==> config.mk <==
export PLATFORM = sky130hd
export DESIGN_NAME = ssp_host_bridge
export DESIGN_NICKNAME = d
export VERILOG_FILES = /design/src/rtl/ssp_host_bridge.sv
export SDC_FILE = /design/constraint.sdc
export NUM_CORES = 1
export LEC_CHECK = 0
export BUFFER_PORTS_ARGS = -buffer_cell sky130_fd_sc_hd__buf_2
export CAP_MARGIN = 25
export CORE_ASPECT_RATIO = 1.4
export CORE_UTILIZATION = 48
export DETAILED_ROUTE_END_ITERATION = 12
export PLACE_DENSITY_LB_ADDON = 0.12
export SYNTH_ARGS = -nofsm -noshare
export SYNTH_HDL_FRONTEND = slang
export SYNTH_SLANG_ARGS = --single-unit
==> constraint.sdc <==
create_clock -name PCLK -period 2.4 [get_ports PCLK]
set_input_delay 0.36 -clock PCLK [delete_from_list [all_inputs] [get_ports PCLK]]
set_output_delay 0.36 -clock PCLK [all_outputs]
set_load 0.02 [all_outputs]
==> src/rtl/ssp_host_bridge.sv <==
// ssp_host_bridge: feeds words from a valid/ready stream into the SSP transmit FIFO.
// When the SSP receive FIFO reports full, it drains RX_DEPTH words and returns them
// on a valid/ready output stream.
`ifndef SSP_WORD_SIZE
`define SSP_WORD_SIZE 8
`endif

module ssp_host_bridge #(
    parameter int WORD     = `SSP_WORD_SIZE,
    parameter int RX_DEPTH = 4,
    parameter int RD_LAT   = 2
) (
    input  logic            PCLK,
    input  logic            CLEAR,
    input  logic [WORD-1:0] tx_data,
    input  logic            tx_valid,
    output logic            tx_ready,
    output logic [WORD-1:0] rx_data,
    output logic            rx_valid,
    input  logic            rx_ready,
    output logic            PSEL,
    output logic            PWRITE,
    output logic [WORD-1:0] PWDATA,
    input  logic [WORD-1:0] PRDATA,
    input  logic            SSPTXINTR,
    input  logic            SSPRXINTR,
    output logic            busy
);

    localparam int DCW = $clog2(RX_DEPTH + 1);
    localparam int WCW = (RD_LAT > 1) ? $clog2(RD_LAT) : 1;

    typedef enum logic [2:0] {
        S_IDLE,
        S_WRITE,
        S_READ,
        S_WAIT,
        S_PUSH
    } state_t;

    state_t          r_state;
    logic [DCW-1:0]  r_drain_cnt;
    logic [WCW-1:0]  r_wait_cnt;
    logic            r_psel;
    logic            r_pwrite;
    logic [WORD-1:0] r_pwdata;
    logic [WORD-1:0] r_rx_data;
    logic            r_rx_valid;
    logic [DCW-1:0]  w_drain_dec;

    assign w_drain_dec = r_drain_cnt - DCW'(1);

    // Accept a transmit word only when idle and neither SSP FIFO is signalling full.
    assign tx_ready = (r_state == S_IDLE) & ~SSPRXINTR & ~SSPTXINTR & ~CLEAR;
    assign busy     = (r_state != S_IDLE);
    assign PSEL     = r_psel;
    assign PWRITE   = r_pwrite;
    assign PWDATA   = r_pwdata;
    assign rx_data  = r_rx_data;
    assign rx_valid = r_rx_valid;

    // Bridge FSM; strobes are set on entry to WRITE/READ so they last exactly one cycle.
    always_ff @(posedge PCLK or posedge CLEAR) begin
        if (CLEAR) begin
            r_state     <= S_IDLE;
            r_drain_cnt <= '0;
            r_wait_cnt  <= '0;
            r_psel      <= 1'b0;
            r_pwrite    <= 1'b0;
            r_pwdata    <= '0;
            r_rx_data   <= '0;
            r_rx_valid  <= 1'b0;
        end else begin
            case (r_state)
                S_IDLE: begin
                    if (SSPRXINTR) begin
                        r_state     <= S_READ;
                        r_drain_cnt <= DCW'(RX_DEPTH);
                        r_psel      <= 1'b1;
                        r_pwrite    <= 1'b0;
                    end else if (tx_valid && tx_ready) begin
                        r_state  <= S_WRITE;
                        r_pwdata <= tx_data;
                        r_psel   <= 1'b1;
                        r_pwrite <= 1'b1;
                    end
                end
                S_WRITE: begin
                    r_state  <= S_IDLE;
                    r_psel   <= 1'b0;
                    r_pwrite <= 1'b0;
                end
                S_READ: begin
                    r_state    <= S_WAIT;
                    r_wait_cnt <= WCW'(RD_LAT - 1);
                    r_psel     <= 1'b0;
                    r_pwrite   <= 1'b0;
                end
                S_WAIT: begin
                    if (r_wait_cnt == '0) begin
                        r_state    <= S_PUSH;
                        r_rx_data  <= PRDATA;
                        r_rx_valid <= 1'b1;
                    end else begin
                        r_wait_cnt <= r_wait_cnt - WCW'(1);
                    end
                end
                S_PUSH: begin
                    if (rx_ready) begin
                        r_rx_valid  <= 1'b0;
                        r_drain_cnt <= w_drain_dec;
                        if (w_drain_dec != '0) begin
                            r_state  <= S_READ;
                            r_psel   <= 1'b1;
                            r_pwrite <= 1'b0;
                        end else begin
                            r_state <= S_IDLE;
                        end
                    end
                end
                default: begin
                    r_state  <= S_IDLE;
                    r_psel   <= 1'b0;
                    r_pwrite <= 1'b0;
                end
            endcase
        end
    end

endmodule
# --- Word level (Yosys, flattened, before mapping) ---
# Cells that the tools add are included.
classes:
  n_addsub: 2
  mul: 0
  div_mod_pow: 0
  order_cmp: 0
  n_eq_ne: 8
  n_shift: 0
  muxes: 23
  bitwise: 8
  n_reduce_logical: 13
op_table:
  columns: ["op", "count"]
  rows:
  - ["$mux W3", 6]
  - ["$pmux W3 S4", 1]
  - ["$reduce_and A3 Y1", 4]
  - ["$mux W1", 10]
  - ["$ne A2 B2 Y1 const B", 4]
  - ["$eq A3 B2 Y1 const B", 2]
  - ["$pmux W1 S3", 2]
  - ["$pmux W3 S2", 1]
  - ["$reduce_bool A2 Y1", 3]
  - ["$reduce_bool A3 Y1", 2]
  - ["$not A1 Y1", 5]
  - ["$pmux W1 S2", 2]
  - ["$reduce_and A4 Y1", 1]
  - ["$and A1 B1 Y1", 3]
  - ["$eq A3 B3 Y1 const B", 1]
  - ["$logic_not A3 Y1", 1]
  - ["$ne A3 B2 Y1 const B", 1]
  - ["$sub A3 B1 Y3 const B", 1]
  - ["$mux W2", 1]
  - ["$reduce_and A2 Y1", 1]
  - ["$logic_and A1 B1 Y1", 1]
  - ["$sub A1 B1 Y1 const B", 1]
totals:
  register_bits: 26
  latch_bits: 0
  ramBits: 0
  rom_bits: 0
  in_bits: 22
  out_inout_bits: 21
  word_cells: 62
  n_memories: 0

# --- Depth between registers and ports, before layout ---
# Gate-level depths: netlist of run 1.
depth:
  depth_word: 8
  ltp_mapped: 6
  mapped_depth_nobuf: 6

# --- Worst setup path before layout of run 1 ---
# OpenSTA, ideal clock, no wires.
synth_timing:
  kind: "register to output"
  start: "reg r_state[0]"
  end: "out tx_ready"
  t_arrival_ns: 1.411
  required_ns: 2.040
  setup_slack_ns: 0.629
  path_stages_with_launch: 3
  n_path_buf: 0
  path_cell_list: "dfrtp_1 > or4_4 > nor3_1"
synth_between:
  elab_chain_cells: 4
synth_rtl:
  columns: ["item", "line_no", "rtl"]
  rows:
  - ["from (decl)", "41", "state_t r_state;"]
  - ["from (signal assigned)", "65", "r_state <= S_IDLE;"]
  - ["from (signal assigned)", "77", "r_state <= S_READ;"]
  - ["from (signal assigned)", "82", "r_state <= S_WRITE;"]
  - ["$logic_not A3 Y1", "54", "assign tx_ready = (r_state == S_IDLE) & ~SSPRXINTR & ~SSPTXINTR & ~CLEAR;"]
  - ["$and A1 B1 Y1 (3 in a row)", "54", null]
  - ["to (decl)", "17", "output logic tx_ready,"]
# Every way passes these cells.

# --- Worst setup path in the final report of run 1 ---
layout_timing:
  start: "reg r_state[2]"
  end: "out tx_ready"
# The elaborated chain is that of the path after synthesis.

==> key figures, run 1 <==
Power
  • Static leakage: 0.766 nW
  • Sequential share of power: 42.3%
  • VDD IR max: 0.573 mV
  • Pint: 1.11 mW
  • Combinational Power Share: 48.1%
  • Switch share: 39.5%
  • NetSw: 723 µW
  • Fraction of power consumed by the clock network: 9.6%
  • PnR Total Power: 1.83 mW
  • PwrDens: 1260 nW/µm²

Routing
  • DRT antenna net count: 0
  • DR vias: 844
  • Drt drc: 3
  • WL per Instance: 13.1 µm
  • Initial DRC count: 17
  • Vias/cell: 5.28
  • Drt first pass iters: 10
  • DRT Wirelength: 2090 µm

Placed design
  • Post-place instance area: 1430 µm²
  • Place WS: 0.609 ns
  • # port buffers: 42
  • Placed Instances: 157
  • Routability Congestion: 0.711
  • Post-detail-place hpwl: 1550 µm

Clocking
  • Post-CTS sizing: 0
  • CTS Hold Buffers Added: 0
  • CTS clock-pin slew for the worst setup and hold paths: 0.13 ns
  • Postcts setup bufs: 0
  • Clock Latency Late Sink: 0.31 ns
  • Maximum root-to-sink buffer count: 2
  • Clock Sinks: 26
  • CTS tree: done
  • Htree depth: 1
  • Clock Root Buffer: clkbuf_4
  • Inserted Clock Buffers: 3

STA
  • Setup ws final: 0.285 ns
  • Setup TNS: 0 ns
  • Final Skew: 0.00258 ns
  • Final hold slack: 0.0898 ns
  • Slew HR: 68.5%
  • Final Cycle Share: 88.1%
  • Final setup vio count: 0
  • Final Hold Viols: 0
  • RSZ-0062 raised after global routing: no
  • Fmax: 0.473 GHz
  • Worst slew pin tran: 0.471 ns
  • Clock period minus worst slack: 2.11 ns
  • Final max-slew violation count: 0

Global route
  • Total congestion overflow: 0
  • Initial antenna violation count: 0
  • First-pass GRT wire length: 3410 µm
  • Largest net degree at the start of global routing: 27
  • Vias in the first global route: 761
  • GRT Resource Usage Total: 17.2%

Final layout
  • Layout cells sized above 1: 48.9%
  • Fin nets: 163
  • Fillers: 218
  • Final instance area: 1450 µm²
  • Antenna diode count: 0
  • Layout Utilization: 61.3%
  • Layout area overhead: 21.5%
  • Finished Layout Cells: 160

Synth
  • Cell area after synthesis: 1190 µm²
  • Main synth FF type: dfrtp_1
  • Leading area contributor after synthesis: dfrtp_1
  • Async S/R FF share, synth: 100%
  • Synth area leaders: dfrtp_1 55%, mux2_4 10%, mux2_2 8.5%, o21ai_0 2.9%, nand2_1 2.5%
  • Number of synthesized flops with an enable pin: 0
  • Most common cell in the synthesized netlist: dfrtp_1
  • Yosys reg bits: 26
  • Commonest cells post-synth: 26 x dfrtp_1, 9 x mux2_2, 8 x mux2_4, 8 x nand2_1, 7 x o21ai_0
  • Syn Nets: 117
  • Yosys top cell area share: 54.5%
  • Synth Warn #: 0
  • Netlist cell types: 29
  • Synth Instances: 93
  • Sequential area share after synthesis: 54.5%
  • Syn Area/Cell: 12.8 µm²

Run status
  • Failing checks: design-rule violations
  • Status: complete, but fails checks

Worst setup path
  • CP Launch Point: r_state[2]
  • Critical R2R Launch: r_state[2]
  • Worst path arrival time: 1.75 ns
  • CP endpoint kind: output port
  • Crit path max fanout: 13
  • Crit Path Class: reg -> out
  • Required time worst endpoint: 2.04 ns
  • CP Launch Type: flip-flop

Worst hold path
  • Hold WC Path Type: in -> async

Floorplan
  • Initial Util: 50.5%
  • FP Rows: 21
  • Die area: 2690 µm²
  • Die Ht: 61.0 µm
  • IO Count: 43
  • Core area: 2360 µm²
  • Horiz. Die Dim: 44.1 µm

Flow run
  • Max_cap viols: 0
layout make-up:
class,instances,area (µm²),share of cell area (%)
tap,23,28.8,1.98
timing repair buffer,44,225,15.5
multi-input combinational,59,504,34.8
inverter,5,18.8,1.29
sequential,26,651,44.9
clock buffer,3,22.5,1.55
sequential cells by signal (all words and copies together) (netlist names):
signal / flops
rx_valid: 1
r_drain_cnt: 3
PWDATA: 8
PSEL: 1
r_wait_cnt: 1
rx_data: 8
r_state: 3
PWRITE: 1
metal layers:
layer | global-route usage, % | wire length [µm]
met5 | 0 | 0
met4 | 9.09 | 47
met3 | 2.98 | 79
met2 | 25.6 | 1030
met1 | 24.0 | 940
critical path: stages (launching register included):
cell	delay (ns)
dfrtp_1	0.52
or4_4	0.60
nor3_1	0.13
buf_2	0.19
power groups by stage:
stage	registers [mW]	clock network [mW]	logic, mW
detailed placement	0.784	0	0.888
finish	0.774	0.176	0.882
global placement	0.773	0	0.871
CTS	0.776	0.183	0.891
floorplan	0.940	0	0.468
global route	0.808	0.201	0.966
worst paths after layout:
| path | depth (start not counted) | to | slack, ns |
|---|---|---|---|
| max in group asynchronous | 3 | PWDATA[3] | 2.07 |
| worst min-delay path | 3 | PWRITE | 0.09 |
| min in group PCLK | 2 | PWDATA[0] | 0.27 |
| worst min register to register | 1 | PWDATA[3] | 0.52 |
| worst max-delay path | 3 | tx_ready | 0.29 |
| worst max register to register | 3 | PWDATA[7] | 0.60 |
placed cells by master (no fill, tap or decap):
cell type	count
buf_4	2
nor2b_4	1
clkbuf_4	3
nor3b_1	1
or3_1	1
ha_1	2
nand4_1	2
o21ai_0	7
inv_1	5
mux2_4	8
mux2_2	9
buf_2	42
nor2_1	1
dfrtp_1	26
nand2_1	8
nor3_1	1
nand3_1	2
nor2b_1	2
nand2b_1	1
a22o_1	2
a32oi_1	1
nand3b_1	3
o2111ai_1	1
xnor2_1	1
a21oi_1	1
a41oi_1	1
mux2i_1	1
nand2b_4	1
or4_4	1
logic make-up (layout without fill, tap and decap cells):
group / count (synthesis) / in the layout / share of synthesized area (%)
muxes: 18 / 18 / 19.4
adders and majority gates: 2 / 2 / 2.10
and+or+nand+nor: 25 / 25 / 13.0
DFF: 26 / 26 / 54.5
AOI/OAI and AO/OA: 13 / 13 / 7.02
xor gates and xnor gates: 1 / 1 / 0.734
buffers and inverters: 8 / 52 / 3.25
(Power assumes the default switching activity.)
==> inputs of run 2 (changes only) <==
--- a/config.mk
+++ b/config.mk
@@ -8,9 +8,10 @@
 export BUFFER_PORTS_ARGS = -buffer_cell sky130_fd_sc_hd__buf_2
 export CAP_MARGIN = 25
 export CORE_ASPECT_RATIO = 1.4
-export CORE_UTILIZATION = 48
+export CORE_UTILIZATION = 35
 export DETAILED_ROUTE_END_ITERATION = 12
 export PLACE_DENSITY_LB_ADDON = 0.12
+export REMOVE_ABC_BUFFERS = 1
 export SYNTH_ARGS = -nofsm -noshare
 export SYNTH_HDL_FRONTEND = slang
 export SYNTH_SLANG_ARGS = --single-unit
==> run 2 against run 1 <==
  * The flow now finishes without violations
  * Fmax grew 1.4%
  * Cell area rose by 4.7%
  * Die area up 36%
  * Register-to-register slack hardly changed
  * Combinational power barely moved
  * Non-clock buffer count did not move
  * Final cell count is 11% higher
  * Global-route usage decreased by 3.0 points
==> key figures, run 2 (synthesis gave the netlist of run 1 again) <==
Floorplan
  • Initial Util: 37.5% (was 50.5%)
  • Die area: 3650 µm² (was 2690 µm²)
  • FP Rows: 24 (was 21)
  • Horiz. Die Dim: 51.4 µm (was 44.1 µm)
  • Die Ht: 71.1 µm (was 61.0 µm)
  • Core area: 3180 µm² (was 2360 µm²)
  • IO Count: 43 (unchanged)

Worst setup path
  • CP Launch Type: flip-flop (unchanged)
  • Critical R2R Launch: r_state[2] (unchanged)
  • R2R depth: 3 (unchanged)
  • Required time worst endpoint: 2.04 ns (about the same)
  • R2r setup slk: 0.59 ns (was 0.60 ns)
  • Crit Path Class: reg -> out (unchanged)
  • Crit path max fanout: 13 (unchanged)
  • Worst path arrival time: 1.73 ns (was 1.75 ns)
  • Critical R2R Capture: PWDATA[7] (unchanged)
  • CP endpoint kind: output port (unchanged)

Routing
  • Drt drc: 0 (was 3)
  • DR vias: 868 (was 844)
  • DRT antenna net count: 0 (unchanged)
  • Drt first pass iters: 2 (was 10)
  • Initial DRC count: 7 (was 17)
  • DRT Wirelength: 2340 µm (was 2090 µm)
  • Vias/cell: 4.90 (was 5.28)
  • WL per Instance: 13.2 µm (was 13.1 µm)

Clocking
  • Postcts setup bufs: 0 (unchanged)
  • Inserted Clock Buffers: 3 (unchanged)
  • Post-CTS sizing: 0 (unchanged)
  • Maximum root-to-sink buffer count: 2 (unchanged)
  • Clock Latency Late Sink: 0.27 ns (was 0.31 ns)
  • Clock Sinks: 26 (unchanged)
  • Clock Root Buffer: clkbuf_8 (was clkbuf_4)
  • CTS clock-pin slew for the worst setup and hold paths: 0.09 ns (was 0.13 ns)
  • CTS tree: done (unchanged)
  • CTS Hold Buffers Added: 0 (unchanged)
  • Htree depth: 1 (unchanged)

Power
  • PnR Total Power: 2.02 mW (was 1.83 mW)
  • VDD IR max: 0.523 mV (was 0.573 mV)
  • Fraction of power consumed by the clock network: 17.9% (was 9.6%)
  • PwrDens: 1330 nW/µm² (was 1260 nW/µm²)
  • Combinational Power Share: 43.7% (was 48.1%)
  • Sequential share of power: 38.4% (was 42.3%)
  • Pint: 1.27 mW (was 1.11 mW)
  • Switch share: 36.8% (was 39.5%)
  • NetSw: 743 µW (was 723 µW)
  • Static leakage: 0.788 nW (was 0.766 nW)

Worst hold path
  • Hold WC Path Type: in -> async (unchanged)

STA
  • Final setup vio count: 0 (unchanged)
  • Final Skew: 0.00168 ns (was 0.00258 ns)
  • Fmax: 0.480 GHz (was 0.473 GHz)
  • RSZ-0062 raised after global routing: no (unchanged)
  • Worst slew pin tran: 0.453 ns (was 0.471 ns)
  • Final Hold Viols: 0 (unchanged)
  • Slew HR: 69.7% (was 68.5%)
  • Clock period minus worst slack: 2.09 ns (was 2.11 ns)
  • Final max-slew violation count: 0 (unchanged)
  • Final Cycle Share: 86.9% (was 88.1%)
  • Setup TNS: 0 ns (unchanged)

Placed design
  • # port buffers: 42 (unchanged)
  • Routability Congestion: 0.741 (was 0.711)
  • Placed Instances: 173 (was 157)
  • Post-detail-place hpwl: 1750 µm (was 1550 µm)

Final layout
  • Finished Layout Cells: 177 (was 160)
  • Fin nets: 163 (unchanged)
  • Most frequent cells in the layout: 42 x buf_2, 26 x dfrtp_1, 9 x mux2_2 (unchanged)
  • Layout cells sized above 1: 49.3% (was 48.9%)
  • Layout area overhead: 27.3% (was 21.5%)
  • Antenna diode count: 0 (unchanged)
  • Leading cell type in the layout, fill and taps excluded: buf_2 (unchanged)

Global route
  • GRT met2 Usage: 24.4% (was 25.6%)
  • Largest net degree at the start of global routing: 27 (unchanged)
  • Initial antenna violation count: 0 (unchanged)
  • Vias in the first global route: 859 (was 761)
  • Total congestion overflow: 0 (unchanged)
  • GR peak layer: met2 (unchanged)
  • GRT Resource Usage Total: 14.2% (was 17.2%)
  • Met1 usage: 16.5% (was 24.0%)
  • Met3 usage: 2.15% (was 2.98%)
  • First-pass GRT wire length: 3880 µm (was 3410 µm)

Flow run
  • Max_cap viols: 0 (unchanged)

Run status
  • Status: completed (was complete, but fails checks)
## run 2: critical path, stage by stage (launching register included)
cell and delay, ns:
dfrtp_1 0.52, or4_4 0.60, nor3_1 0.15, buf_2 0.19
## run 2: worst max path at each step
stage | from | slack, ns | endpoint | cells after the start
2_1_floorplan | r_state[2] | 0.55 | tx_ready | 2
3_3_place_gp | r_state[2] | 0.64 | PWDATA[2] | 3
3_5_place_dp | r_state[2] | 0.60 | PWDATA[4] | 3
4_1_cts | r_state[2] | 0.29 | tx_ready | 3
5_1_grt | r_state[2] | 0.22 | tx_ready | 3
6_report | r_state[2] | 0.31 | tx_ready | 3
## run 2: power by group through the flow
stage                     sequential [mW]  combinational (mW)  clock (mW)
after detailed placement            0.784               0.899           0
after global routing                0.812               0.967       0.384
final                               0.775               0.882       0.361
after CTS                           0.778               0.898       0.373
after floorplan                     0.950               0.448           0
after global placement              0.775               0.878           0
## run 2: final cells by class
cell class / count / area, µm²
clock inverter: 1 / 30.0
timing repair buffer: 44 / 225
clock buffer: 3 / 41.3
inverter: 5 / 18.8
multi-input combinational: 59 / 504
sequential: 26 / 651
tap: 39 / 48.8
fill: 336 / 1660
## run 2: routing by layer
metal,up-vias,share of wire [%]
li1,417,-
met1,428,43
met2,19,51
met3,4,4.3
met4,0,2.4
met5,-,0
## run 2: stage by stage
step	utilization (%)	area [µm²]	hold WS [ns]	setup WS, ns
2_1_floorplan	-	1170	0.400	0.547
3_3_place_gp	45.5	1450	0.447	0.639
3_5_place_dp	45.5	1450	0.459	0.597
4_1_cts	47.7	1520	0.155	0.287
5_1_grt	47.7	1520	0.183	0.221
6_report	47.7	1520	0.143	0.315
